File: src/rtl/hazard_ctrl.sv
// Stall and D-stage forwarding control for the 5-stage MIPS core.
// Tracks E/M/W destinations and Tnew in a shadow pipeline, plus the mult/div busy window.
module hazard_ctrl #(
   parameter int MULT_CYC = 5,
   parameter int DIV_CYC  = 10
) (
   input  logic        clk,
   input  logic        reset,
   input  logic [31:0] ir_d,
   output logic        stall,
   output logic        md_busy,
   output logic [1:0]  fwd_rs_d,
   output logic [1:0]  fwd_rt_d
);

   logic [5:0] w_op;
   logic [5:0] w_funct;
   logic [4:0] w_rs;
   logic [4:0] w_rt;
   logic [4:0] w_rd;
   logic       w_unused;

   assign w_op     = ir_d[31:26];
   assign w_rs     = ir_d[25:21];
   assign w_rt     = ir_d[20:16];
   assign w_rd     = ir_d[15:11];
   assign w_funct  = ir_d[5:0];
   assign w_unused = &ir_d[10:6];

   logic [4:0] w_dst;
   logic [1:0] w_tnew;
   logic [1:0] w_mdStart;
   logic       w_mdClass;
   logic       w_useRs;
   logic       w_useRt;
   logic [1:0] w_tuseRs;
   logic [1:0] w_tuseRt;

   logic [4:0] r_eDst;
   logic [1:0] r_eTnew;
   logic [1:0] r_eMd;
   logic [4:0] r_mDst;
   logic [1:0] r_mTnew;
   logic [4:0] r_wDst;
   logic [4:0] r_mdCount;

   logic       w_dataStall;
   logic       w_mdStall;

   // Decode the D-stage instruction into destination, Tnew, source Tuse and md class.
   always_comb begin
      w_dst     = 5'd0;
      w_tnew    = 2'd0;
      w_mdStart = 2'd0;
      w_mdClass = 1'b0;
      w_useRs   = 1'b0;
      w_useRt   = 1'b0;
      w_tuseRs  = 2'd0;
      w_tuseRt  = 2'd0;
      case (w_op)
         6'h00: begin
            case (w_funct)
               6'h00, 6'h02, 6'h03, 6'h04, 6'h06, 6'h07,
               6'h20, 6'h21, 6'h22, 6'h23, 6'h24, 6'h25,
               6'h26, 6'h27, 6'h2A, 6'h2B: begin
                  w_dst    = w_rd;
                  w_tnew   = 2'd1;
                  w_useRs  = 1'b1;
                  w_tuseRs = 2'd1;
                  w_useRt  = 1'b1;
                  w_tuseRt = 2'd1;
               end
               6'h10, 6'h12: begin
                  w_dst     = w_rd;
                  w_tnew    = 2'd1;
                  w_mdClass = 1'b1;
               end
               6'h11, 6'h13: begin
                  w_mdClass = 1'b1;
                  w_useRs   = 1'b1;
                  w_tuseRs  = 2'd1;
               end
               6'h18, 6'h19, 6'h1A, 6'h1B: begin
                  w_mdClass = 1'b1;
                  w_mdStart = w_funct[1] ? 2'd2 : 2'd1;
                  w_useRs   = 1'b1;
                  w_tuseRs  = 2'd1;
                  w_useRt   = 1'b1;
                  w_tuseRt  = 2'd1;
               end
               6'h08: begin
                  w_useRs  = 1'b1;
                  w_tuseRs = 2'd0;
               end
               6'h09: begin
                  w_dst    = w_rd;
                  w_tnew   = 2'd0;
                  w_useRs  = 1'b1;
                  w_tuseRs = 2'd0;
               end
               default: ;
            endcase
         end
         6'h08, 6'h09, 6'h0A, 6'h0B, 6'h0C, 6'h0D, 6'h0E, 6'h0F: begin
            w_dst    = w_rt;
            w_tnew   = 2'd1;
            w_useRs  = 1'b1;
            w_tuseRs = 2'd1;
         end
         6'h20, 6'h21, 6'h23, 6'h24, 6'h25: begin
            w_dst    = w_rt;
            w_tnew   = 2'd2;
            w_useRs  = 1'b1;
            w_tuseRs = 2'd1;
         end
         6'h28, 6'h29, 6'h2B: begin
            w_useRs  = 1'b1;
            w_tuseRs = 2'd1;
            w_useRt  = 1'b1;
            w_tuseRt = 2'd2;
         end
         6'h04, 6'h05: begin
            w_useRs  = 1'b1;
            w_useRt  = 1'b1;
         end
         6'h01, 6'h06, 6'h07: begin
            w_useRs  = 1'b1;
         end
         6'h03: begin
            w_dst  = 5'd31;
            w_tnew = 2'd0;
         end
         default: ;
      endcase
   end

   // Shadow pipeline mirrors the D/E register, with a bubble loaded into E on stall.
   always_ff @(posedge clk) begin
      if (reset) begin
         r_eDst  <= 5'd0;
         r_eTnew <= 2'd0;
         r_eMd   <= 2'd0;
         r_mDst  <= 5'd0;
         r_mTnew <= 2'd0;
         r_wDst  <= 5'd0;
      end else begin
         if (stall) begin
            r_eDst  <= 5'd0;
            r_eTnew <= 2'd0;
            r_eMd   <= 2'd0;
         end else begin
            r_eDst  <= w_dst;
            r_eTnew <= w_tnew;
            r_eMd   <= w_mdStart;
         end
         r_mDst  <= r_eDst;
         r_mTnew <= (r_eTnew == 2'd0) ? 2'd0 : r_eTnew - 2'd1;
         r_wDst  <= r_mDst;
      end
   end

   // Busy window starts counting on the edge where the mult/div leaves E.
   always_ff @(posedge clk) begin
      if (reset) begin
         r_mdCount <= 5'd0;
      end else if (r_eMd == 2'd1) begin
         r_mdCount <= 5'(MULT_CYC);
      end else if (r_eMd == 2'd2) begin
         r_mdCount <= 5'(DIV_CYC);
      end else if (r_mdCount != 5'd0) begin
         r_mdCount <= r_mdCount - 5'd1;
      end
   end

   assign md_busy = (r_mdCount != 5'd0);

   // A source stalls only if a younger producer cannot deliver by the time it is used.
   always_comb begin
      w_dataStall = 1'b0;
      if (w_useRs && (w_rs != 5'd0)) begin
         if ((r_eDst == w_rs) && (r_eTnew > w_tuseRs)) w_dataStall = 1'b1;
         if ((r_mDst == w_rs) && (r_mTnew > w_tuseRs)) w_dataStall = 1'b1;
      end
      if (w_useRt && (w_rt != 5'd0)) begin
         if ((r_eDst == w_rt) && (r_eTnew > w_tuseRt)) w_dataStall = 1'b1;
         if ((r_mDst == w_rt) && (r_mTnew > w_tuseRt)) w_dataStall = 1'b1;
      end
   end

   assign w_mdStall = w_mdClass && (md_busy || (r_eMd != 2'd0));
   assign stall     = w_dataStall || w_mdStall;

   // Forwarding picks the youngest stage that already holds the value, E before M before W.
   always_comb begin
      fwd_rs_d = 2'd0;
      if (w_rs != 5'd0) begin
         if ((r_eDst == w_rs) && (r_eTnew == 2'd0))      fwd_rs_d = 2'd1;
         else if ((r_mDst == w_rs) && (r_mTnew == 2'd0)) fwd_rs_d = 2'd2;
         else if (r_wDst == w_rs)                        fwd_rs_d = 2'd3;
      end
   end

   always_comb begin
      fwd_rt_d = 2'd0;
      if (w_rt != 5'd0) begin
         if ((r_eDst == w_rt) && (r_eTnew == 2'd0))      fwd_rt_d = 2'd1;
         else if ((r_mDst == w_rt) && (r_mTnew == 2'd0)) fwd_rt_d = 2'd2;
         else if (r_wDst == w_rt)                        fwd_rt_d = 2'd3;
      end
   end

endmodule

File: config.mk
export PLATFORM = sky130hd
export DESIGN_NAME = hazard_ctrl
export DESIGN_NICKNAME = d
export VERILOG_FILES = /design/src/rtl/hazard_ctrl.sv
export SDC_FILE = /design/constraint.sdc
export NUM_CORES = 1
export LEC_CHECK = 0
export BUFFER_PORTS_ARGS = -buffer_cell sky130_fd_sc_hd__buf_2
export CORE_MARGIN = 3
export CORE_UTILIZATION = 45
export CTS_CLUSTER_SIZE = 25
export DETAILED_ROUTE_END_ITERATION = 7
export GPL_ROUTABILITY_DRIVEN = 0
export PLACE_DENSITY = 0.79
export SETUP_SLACK_MARGIN = 0.5
export SYNTH_ARGS = -nofsm -noshare
export SYNTH_HDL_FRONTEND = slang
export SYNTH_SLANG_ARGS = --single-unit
File: constraint.sdc
create_clock -name clk -period 4.7 [get_ports clk]
set_input_delay 0.47 -clock clk [delete_from_list [all_inputs] [get_ports clk]]
set_output_delay 0.47 -clock clk [all_outputs]
set_load 0.1 [all_outputs]
* Word level (Yosys, flattened, before mapping)
Cells that the tools add are included.
Widths: inputs -> output; s select.
** Operators by class
- Order comparisons :: 4
- Mux-type cells :: 32
- Bitwise operators :: 2
- Reductions and logical operators :: 42
- $add $sub $neg :: 2
- Eq/ne operators :: 55
** Operators with widths (count)
- $eq 6x6->1 const B :: 18
- $eq 6x4->1 const B :: 10
- $eq 6x5->1 const B :: 8
- $eq 6x3->1 const B :: 7
- $eq 5x5->1 :: 6
- $reduce_or 24->1 :: 1
- $reduce_or 22->1 :: 1
- $reduce_or 21->1 :: 1
- $reduce_or 20->1 :: 1
- $reduce_or 19->1 :: 1
- $eq 6x2->1 const B :: 3
- $mux 2 :: 9
- $reduce_or 18->1 :: 1
- $reduce_or 16->1 :: 1
- $reduce_or 8->1 :: 2
- $pmux 5 s3 :: 1
- $reduce_bool 5->1 :: 3
- $mux 1 :: 13
- $reduce_or 13->1 :: 1
- $logic_not 6->1 :: 2
- $logic_and 1x1->1 :: 11
- $reduce_or 5->1 :: 2
- $gt 2x2->1 :: 4
- $mux 4 :: 2
- 18 further kinds :: 28
** Storage, ports and cells
- Register bits :: 26
- Output and inout port bits :: 6
- Input bits :: 34

* Logic depth before layout (Yosys ltp)
- Depth in word-level cells :: 14
- Depth in mapped cells :: 11
- Mapped depth without buffers :: 10

* Least setup slack after synthesis
OpenSTA, ideal clock, no wires.
- Path type :: input to output
- Start :: input ir_d[18]
- End :: output fwd_rt_d[0]
- Data arrival time :: 3382 ps
- Stages :: 6
- Slack :: 848 ps
- Path through :: clkbuf_1 -> xor2_1 -> nor3_1 -> nand3_1 -> nand2b_1 -> a21boi_0
** On the way
- Cells in the longest elaborated chain, start to end :: 5
- Elaborated cells on any way between the ends :: 10
** RTL lines
- start: declaration :: RTL line 9 : input logic [31:0] ir_d,
- $eq 5x5->1, on equally long branches :: RTL line 208, 207
- $mux 2 or $logic_and 1x1->1 (tied branches) :: RTL line 208, 207
- $mux 2 :: RTL line 207 : else if ((r_mDst == w_rt) && (r_mTnew == 2'd0)) fwd_rt_d = 2'd2;
- $mux 2 :: RTL line 206 : if ((r_eDst == w_rt) && (r_eTnew == 2'd0)) fwd_rt_d = 2'd1;
- $mux 2 (*) :: RTL line 205 : if (w_rt != 5'd0) begin
- end: declaration :: RTL line 13 : output logic [1:0] fwd_rt_d
Mark *: on every way between the ends. The rest lies on a longest branch, timed or not.

* Worst setup path after layout
- Start :: input ir_d[29]
- End :: output stall
** On the way
- Cells in the longest elaborated chain, start to end :: 12
- Elaborated cells on any way between the ends :: 49
** RTL lines
- $eq 6x6->1 or $eq 6x4->1 (tied branches) :: RTL line 60 : case (w_op)
- $reduce_or 16->1 (no source line)
- $pmux 1 s2 :: RTL line 60
- $gt 2x2->1 :: RTL line 181 : if ((r_eDst == w_rs) && (r_eTnew > w_tuseRs)) w_dataStall = 1'b1;
- $logic_and 1x1->1 :: RTL line 181
- $mux 1 :: RTL line 181
- $mux 1 :: RTL line 182 : if ((r_mDst == w_rs) && (r_mTnew > w_tuseRs)) w_dataStall = 1'b1;
- $mux 1 :: RTL line 180 : if (w_useRs && (w_rs != 5'd0)) begin
- $mux 1 :: RTL line 185 : if ((r_eDst == w_rt) && (r_eTnew > w_tuseRt)) w_dataStall = 1'b1;
- $mux 1 :: RTL line 186 : if ((r_mDst == w_rt) && (r_mTnew > w_tuseRt)) w_dataStall = 1'b1;
- $mux 1 :: RTL line 184 : if (w_useRt && (w_rt != 5'd0)) begin
- $logic_or 1x1->1 (*) :: RTL line 191 : assign stall = w_dataStall || w_mdStall;
- end: declaration :: RTL line 10 : output logic stall,
Marks and branches as above.

==> summary.md <==
| Metric | Value |
|---|---|
| Die ar. | `0.00484 mm²` |
| Die width | `69.6 µm` |
| Layout Utilization | `about 55%` |
| Drt first pass iters | `4` |
| Final period util | `72.9%` |
| # clock sinks | `26` |
| Final Cell Area | `0.00208 mm²` |
| Fin cells | `308` |
| DP Cell Count | `304` |
| Ys flop type | `dfxtp_1` |
| IR drop worst, VDD | `0.000135 V` |
| Setup WS post-layout | `1270 ps` |
| # fillers | `362` |
| Hold Path Depth | `1` |
| Slew @ Worst Pin | `494 ps` |
| Combined area of the multi-input logic cells | `between 0.001 and 0.0015 mm²` |
| First-pass GRT wire length | `7140 µm` |
| Clock tree buffer depth | `2` |
| DR vias | `1,697` |
| CP cell instances | `buf_2, nor2_1, nand3_1, a31oi_1, ha_1, a2111oi_0, o221ai_1, or3b_1, buf_2` |
| Initial Util | `48.2%` |
| Slew HR | `67.3%` |
| Cts repair resizes | `0` |
| Clock latency at the later pin of the worst-skew pair | `270 ps` |
| Synth async-reset ratio | `0%` |
| IO buf count | `34` |
| Mean Syn Cell Area | `7.80 µm²` |
| YS warnings | `0` |
| Pwr/cell area | `325 mW/mm²` |
| CTS buffer count | `3` |
| Hold path start | `r_eTnew[0]` |
| Max Cap Viol | `0` |
| Status | `complete, no violations` |
| Postcts setup bufs | `0` |
| Hold Slack | `461 ps` |
| Placeable Area | `0.00377 mm²` |
| Crit path max-delay family | `compound AO/OA/AOI/OAI gates` |
| Global-route usage over all layers | `17.8%` |
| WL/cell | `13.4 µm` |
| Clock Skew | `2.93 ps` |
| Fraction of layout cells with a size suffix above 1 | `16.2%` |
| Largest net degree at the start of global routing | `21` |
| H-tree depth | `1` |
| RSZ-0062 raised after global routing | `no` |
| Reg2reg path depth | `8` |
| CP Launch Type | `input port` |
| Final Hold Viols | `0` |
| Number of synthesized flops with an enable pin | `0` |
| Crit path DAT | `2960 ps` |
| GR Overflow Total | `0` |
| Pre-CTS setup slack | `between 1000 and 1500 ps` |
| Fin crit period | `3430 ps` |
| Reg-to-reg endpoint | `r_eMd[0]` |
| R2r setup slk | `around 2600 ps` |
| Launch point of the worst reg-to-reg path | `r_mdCount[0]` |
| Synthesized Nets | `273` |
| Ant diodes | `0` |
| Total Power | `around 0.67 mW` |
| Critical path class | `input port to output port` |
| TritonCTS clock tree | `done` |
| Met3 wire length | `161 µm` |
| Crit-path max cell delay | `420 ps` |
| CTS Hold Buffers Added | `0` |
| Core Rows | `22` |
| Clock root cell | `clkbuf_8` |
| Vias in the first global route | `1,569` |
| Post-synthesis sequential area ratio | `28.6%` |
| Worst Setup End Kind | `output port` |
| Top Layer Used | `met4` |
| Post-route DRC violation count | `0` |
| Boundary Pins | `40` |
| Iter 0 DRT Violations | `92` |
| Clk pin slew, worst setup/hold paths | `90 ps` |
| Antenna violations before repair | `0` |
| Vias per cell | `approximately 5.5` |
| Max Fclk | `292 MHz` |
| Crit Path Max Fanout | `10` |
| Area Growth Syn to Fin | `14.2%` |
| P_leak | `0.807 nW` |
| WP buf/inv | `2` |
| Nets | `301` |
| Post-DP Area | `between 0.002 and 0.0025 mm²` |
| Worst Hold Endpoint | `r_mTnew[0]` |
| Synthesized area | `roughly 0.0018 mm²` |
| Antenna viol nets, final | `0` |
| Detailed Route WL | `4120 µm` |
| Slew Limit Fails | `0` |
| Met1 WL | `1920 µm` |
| Worst path required time | `~4200 ps` |
| Yosys reg bits | `26` |
| DR WL met2 | `about 2000 µm` |
| Setup TNS | `0 ps` |
| Crit path top cell by count | `buf_2` |
| FF/Latch Area | `520 µm²` |
| DP Wirelength | `about 3200 µm` |
| Mapped Cells | `233` |
| Post-synthesis cell type count | `44` |
| DIE HEIGHT | `between 60 and 70 µm` |
| Hold Crit Class | `register to register` |
| CP max-delay cell | `buf_2` |
| Endpoints failing setup | `0` |
==> registers in the layout (all words and copies together), names as in the netlist <==
register and count:
r_eDst 5, r_mDst 5, r_mdCount 5, r_wDst 5, r_eMd 2, r_eTnew 2
r_mTnew 2
==> cell type report <==
type | count | share of cell area, %
clock buffer | 3 | 1.99
clock inverter | 1 | 1.45
inverter | 9 | 1.63
multi-input combinational | 187 | 58.8
sequential | 26 | 25.1
tap | 48 | 2.89
timing repair buffer | 34 | 8.19
==> routing by layer <==
| layer | up-vias | global-route usage [%] |
|---|---|---|
| met5 | - | 0 |
| met4 | 0 | 3.25 |
| met3 | 2 | 2.61 |
| met2 | 42 | 30.2 |
| met1 | 779 | 24.0 |
| li1 | 874 | - |
==> cells by family after synthesis <==
kind of cell	after synthesis	share of synthesized area (%)
compound gates	43	17.6
xor+xnor	30	14.5
fa+ha+maj	6	4.13
buf+inv	20	4.20
flops	26	28.6
mux	2	1.10
simple gates	106	29.9
==> worst max-delay path by stage <==
stage,startpoint,end,slack [ps],depth (start not counted)
after detailed placement,ir_d[29],stall,1310,9
after CTS,ir_d[29],stall,1290,9
after floorplan,ir_d[18],fwd_rt_d[0],850,6
after global placement,ir_d[29],stall,1340,9
final,ir_d[29],stall,1270,9
after global routing,ir_d[29],stall,1130,9
==> where the power goes <==
group	total, mW	internal (mW)	switching (mW)
clock	0.185	0.114	0.0706
sequential	0.252	0.237	0.0146
combinational	0.238	0.0828	0.155
total	0.675	0.434	0.241
==> synth_stat cells, types with 2 or more instances <==
cell type | number | area [µm²]
a21boi_0 | 2 | 15.0
a21oi_1 | 11 | 55.1
a221oi_1 | 6 | 52.6
a31oi_1 | 2 | 12.5
clkbuf_1 | 10 | 37.5
dfxtp_1 | 26 | 521
ha_1 | 6 | 75.1
inv_1 | 9 | 33.8
mux2i_1 | 2 | 20.0
nand2_1 | 25 | 93.8
nand2b_1 | 6 | 37.5
nand3_1 | 10 | 50.1
nand4b_1 | 3 | 26.3
nor2_1 | 20 | 75.1
nor2b_1 | 14 | 87.6
nor3_1 | 17 | 85.1
o211ai_1 | 2 | 15.0
o21ai_0 | 7 | 35.0
o32a_1 | 2 | 20.0
xnor2_1 | 24 | 210
xor2_1 | 6 | 52.6
==> placed cells by master, fill, tap and decap left out, drive strengths merged, types with 2 or more instances in the layout <==
| cell type | Yosys | layout |
|---|---|---|
| a21boi | 3 | 3 |
| mux2i | 2 | 2 |
| dfxtp | 26 | 26 |
| a21oi | 11 | 11 |
| nand4b | 3 | 3 |
| xnor2 | 24 | 24 |
| nor2b | 14 | 14 |
| nand3 | 10 | 10 |
| o32a | 2 | 2 |
| a31oi | 2 | 2 |
| inv | 9 | 9 |
| a221oi | 6 | 6 |
| nor2 | 20 | 20 |
| xor2 | 6 | 6 |
| buf | 0 | 34 |
| clkbuf | 11 | 3 |
| o211ai | 2 | 2 |
| nand2b | 6 | 6 |
| a31o | 2 | 2 |
| nor3 | 17 | 17 |
| o21ai | 7 | 7 |
| ha | 6 | 6 |
| nand2 | 25 | 25 |
No activity file was read; power rests on OpenSTA's default activity.
